==> config.mk <==
export PLATFORM = sky130hd
export DESIGN_NAME = apb_cmd_initiator
export DESIGN_NICKNAME = d
export VERILOG_FILES = /design/src/rtl/apb_cmd_initiator.sv
export SDC_FILE = /design/constraint.sdc
export NUM_CORES = 1
export LEC_CHECK = 0
export CAP_MARGIN = 5
export CELL_PAD_IN_SITES_DETAIL_PLACEMENT = 1
export CELL_PAD_IN_SITES_GLOBAL_PLACEMENT = 2
export CORE_MARGIN = 4
export CORE_UTILIZATION = 26
export DETAILED_ROUTE_END_ITERATION = 12
export PLACE_DENSITY_LB_ADDON = 0.15
export SYNTH_ARGS = -nofsm -noshare
export SYNTH_HDL_FRONTEND = slang
export SYNTH_SLANG_ARGS = --single-unit
==> constraint.sdc <==
create_clock -name clk -period 3.7 [get_ports clk]
set_input_delay 0.74 -clock clk [delete_from_list [all_inputs] [get_ports clk]]
set_output_delay 0.74 -clock clk [all_outputs]
set_load 0.02 [all_outputs]
==> src/rtl/apb_cmd_initiator.sv <==
`default_nettype none
// ============================================================================
// Module   : apb_cmd_initiator
// Purpose  : valid/ready command stream to single APB3 transfers, one at a time.
//            Define APB_TIMEOUT_EN to build in the ACCESS-phase timeout abort.
// Revision : 1.0
// ============================================================================
module apb_cmd_initiator #(
  parameter int ADDR_W         = 32,
  parameter int DATA_W         = 32,
  parameter int TIMEOUT_CYCLES = 256
) (
  input  logic              clk,
  input  logic              reset_n,
  input  logic              cmd_valid,
  output logic              cmd_ready,
  input  logic              cmd_write,
  input  logic [ADDR_W-1:0] cmd_addr,
  input  logic [DATA_W-1:0] cmd_wdata,
  output logic              rsp_valid,
  input  logic              rsp_ready,
  output logic [DATA_W-1:0] rsp_rdata,
  output logic              rsp_err,
  output logic              rsp_timeout,
  output logic [ADDR_W-1:0] paddr,
  output logic              pwrite,
  output logic              psel,
  output logic              penable,
  output logic [DATA_W-1:0] pwdata,
  input  logic [DATA_W-1:0] prdata,
  input  logic              pready,
  input  logic              pslverr
);

  typedef enum logic [1:0] {
    S_IDLE   = 2'd0,
    S_SETUP  = 2'd1,
    S_ACCESS = 2'd2,
    S_RESP   = 2'd3
  } state_t;

  state_t state;

`ifdef APB_TIMEOUT_EN
  localparam logic [15:0] LAST_WAIT = 16'(TIMEOUT_CYCLES - 1);
  logic [15:0] wait_cnt;
`else
  assign rsp_timeout = 1'b0;
`endif

  always_ff @(posedge clk or negedge reset_n) begin
    if (!reset_n) begin
      state     <= S_IDLE;
      cmd_ready <= 1'b1;
      psel      <= 1'b0;
      penable   <= 1'b0;
      pwrite    <= 1'b0;
      paddr     <= '0;
      pwdata    <= '0;
      rsp_valid <= 1'b0;
      rsp_rdata <= '0;
      rsp_err   <= 1'b0;
`ifdef APB_TIMEOUT_EN
      rsp_timeout <= 1'b0;
      wait_cnt    <= '0;
`endif
    end else begin
      case (state)
        S_IDLE: begin
          if (cmd_valid) begin
            paddr     <= cmd_addr;
            pwrite    <= cmd_write;
            pwdata    <= cmd_write ? cmd_wdata : '0;
            psel      <= 1'b1;
            cmd_ready <= 1'b0;
            state     <= S_SETUP;
          end
        end
        S_SETUP: begin
          penable <= 1'b1;
          state   <= S_ACCESS;
`ifdef APB_TIMEOUT_EN
          wait_cnt <= '0;
`endif
        end
        S_ACCESS: begin
          // pslverr only means something while pready is high
          if (pready) begin
            psel      <= 1'b0;
            penable   <= 1'b0;
            rsp_valid <= 1'b1;
            rsp_rdata <= pwrite ? '0 : prdata;
            rsp_err   <= pslverr;
`ifdef APB_TIMEOUT_EN
            rsp_timeout <= 1'b0;
`endif
            state     <= S_RESP;
          end
`ifdef APB_TIMEOUT_EN
          else if (wait_cnt == LAST_WAIT) begin
            psel        <= 1'b0;
            penable     <= 1'b0;
            rsp_valid   <= 1'b1;
            rsp_rdata   <= '0;
            rsp_err     <= 1'b1;
            rsp_timeout <= 1'b1;
            state       <= S_RESP;
          end else begin
            wait_cnt <= wait_cnt + 16'd1;
          end
`endif
        end
        S_RESP: begin
          if (rsp_ready) begin
            rsp_valid <= 1'b0;
            cmd_ready <= 1'b1;
            state     <= S_IDLE;
          end
        end
        default: state <= S_IDLE;
      endcase
    end
  end

endmodule
`default_nettype wire

==> qor.txt <==
Status: finished clean
Worst-Skew Late Latency: 340 ps
Die area: 18,700 µm²
IO buf count: 204
Fin Setup TNS: 0 ps
Final setup vio count: 0
Max_cap viols: 0
Worst Hold Class: in2async
Via density: 4.29
Crit path capture: cmd_ready
Drt drc: 0
Initial antenna violation count: 0
Worst Path Arrival: 1520 ps
Crit Path Category: reg2out
Max-slew violations: 0
P&R area growth vs syn: 58.9%
Post-DRT Antenna Nets: 0
IR drop worst, VDD: 0.319 mV
Crit. Startpoint: cmd_ready
Synthesized area: 4310 µm²
Period utilization: 61.0%
Root Buffer: clkbuf_16
Yosys warnings: 0
Dpl hpwl: 9.86 mm
Register area share after synthesis: 60.5%
CP Buf/Inv Count: 1
Delay of the slowest critical-path stage: 630 ps
Total grt overflow: 0
WP depth: 1
Iteration-0 DRC Markers: 125
RSZ-0062 raised after global routing: no
Filler Cells Inserted: 1,751
Design Area, Final: 6840 µm²
All-Layer GR Usage: 14.3%
Critical path peak fanout: 3
CTS tree: done
Crit-path cells: clkdlybuf4s50_1
Die X-Extent: 137 µm
Commonest non-fill, non-tap cell in the layout: clkdlybuf4s50_1
Largest net degree at the start of global routing: 64
Setup Fix Bufs, Post-CTS: 0
Rows: 46
First-pass GRT wire length: 20.8 mm
Die Y-Extent: 137 µm
Area of placed instances: 6530 µm²
Synth top area cells: dfrtp_1 60%, nand2_1 8.5%, mux2_2 8.4%, o21ai_0 7.0%, nand2b_1 5.4%
R2R depth: 5
CP Launch Type: flip-flop
Delay-heaviest family, CP: buffers and inverters
Syn_nets: 505
Core area: 16,100 µm²
Top Ports: 206
Synth Instances: 395
Most frequent cells in the layout: 203 x clkdlybuf4s50_1, 103 x dfrtp_1, 97 x nand2_1
Worst-Margin Slew: 750 ps
WL/cell: 16.4 µm
Layout cell share with drive strength beyond 1: 9.76%
RR Endpoint: pwdata[17]
Htree depth: 3
CTS buffer count: 9
Initial Utilization: 26.8%
Tmin final: 2260 ps
Worst R2R Setup Slack: 1560 ps
Headroom to the max-slew limit: 49.8%
Hold_buf cts: 0
Vias in the first global route: 3,821
Diodes inserted: 0
Bufs on Longest Clock Path: 2
Cts repair resizes: 0
Routed wire length: 13.3 mm
Area leader, netlist: dfrtp_1
Crit-path slowest cell: clkdlybuf4s50_1
# nets final: 700
Share of the synthesized area in the top cell type: 59.9%
Leakage: 2.91 nW
Syn Area/Cell: 10.9 µm²
Worst reg2reg startpoint: state[0]
Distinct cells, synth: 32
Layout Skew: 6.11 ps
Synth Register Bits: 104
Hold Fails Final Rpt: 0
Via Count: 3,475
Clock-pin slew on the worst setup and hold paths: 70 ps
Pwr Density: 852 nW/µm²
Required @ worst endpoint: 2960 ps
Crit. End Element: primary output
Clock sink total: 104
Routability cong.: 0.734
DR pass1 iterations: 4
Fmax: 443 MHz
-- synthesized netlist by cell type --
cell / n
nor2_1: 2
nor3b_1: 1
nand2b_1: 37
dfrtp_1: 103
mux2i_1: 2
buf_4: 2
o21ai_0: 60
mux2_1: 2
nand4_1: 1
ha_1: 7
conb_1: 1
inv_1: 2
nor2b_1: 1
nand2_4: 1
mux2_2: 32
and4_1: 1
nand2_1: 98
clkbuf_1: 10
dfstp_2: 1
a21oi_1: 3
a31oi_1: 1
buf_6: 3
a211oi_1: 1
nor3_1: 2
nand3b_1: 1
and3_1: 1
mux2_4: 1
o21ai_1: 5
a21o_1: 1
buf_2: 10
or2_2: 1
o211a_1: 1
-- cells by family (layout without fill, tap and decap cells) --
group | count (synthesis) | count (layout) | synth area share (%)
buf+inv | 27 | 226 | 3.34
fa+ha+maj | 7 | 7 | 2.03
other cells | 1 | 1 | 0.0871
compound gates | 72 | 72 | 8.63
simple gates | 147 | 147 | 15.7
mux | 37 | 37 | 9.71
flops | 104 | 104 | 60.5
-- layout make-up --
| class | instances | area (µm²) | area share, % |
|---|---|---|---|
| timing repair buffer | 209 | 2090 | 30.5 |
| sequential | 104 | 2600 | 38.1 |
| clock buffer | 9 | 225 | 3.29 |
| tap | 216 | 270 | 3.95 |
| multi-input combinational | 264 | 1560 | 22.8 |
| clock inverter | 6 | 85.1 | 1.24 |
| inverter | 2 | 7.51 | 0.110 |
-- power breakdown --
group          total, mW  leakage, nW  switching (mW)  internal, mW
Clock               1.01        0.147           0.425         0.587
Combinational       2.87         1.47            1.46          1.41
Sequential          1.95         1.29           0.283          1.66
-- through the flow --
step	hold slack (ps)	power (mW)	std cells	utilization [%]	setup WS, ps
floorplan	444	3.44	395	-	2190
global placement	462	4.82	795	40.7	1200
detailed placement	471	4.90	795	40.7	1140
CTS	412	5.94	810	42.6	1420
global route	438	6.23	810	42.6	1330
finish	390	5.83	810	42.6	1440
-- registers in the layout (all words and copies together), names as in the netlist --
name and flops:
rsp_rdata 32, penable 1, pwdata 32, pwrite 1, cmd_ready 1, state 2, rsp_err 1, rsp_valid 1
psel 1, paddr 32
-- how the worst min path moves through the flow --
stage,end,slack (ps),cells after the start,from
finish,pwdata[20],390,1,reset_n
CTS,pwdata[4],410,1,reset_n
detailed placement,pwdata[22],470,2,pwdata[22]
global placement,pwdata[5],460,2,pwdata[5]
floorplan,paddr[0],440,0,reset_n
global route,pwdata[20],440,1,reset_n
-- metal layers --
layer  GRT usage, %  wire length, µm  vias to the layer above
li1               -                -                     1675
met1           17.0             5310                     1678
met2           24.1             6630                      108
met3           4.63             1060                       14
met4           5.21              254                        0
met5              0                0                        -
Power figures use the tool's default switching activity.
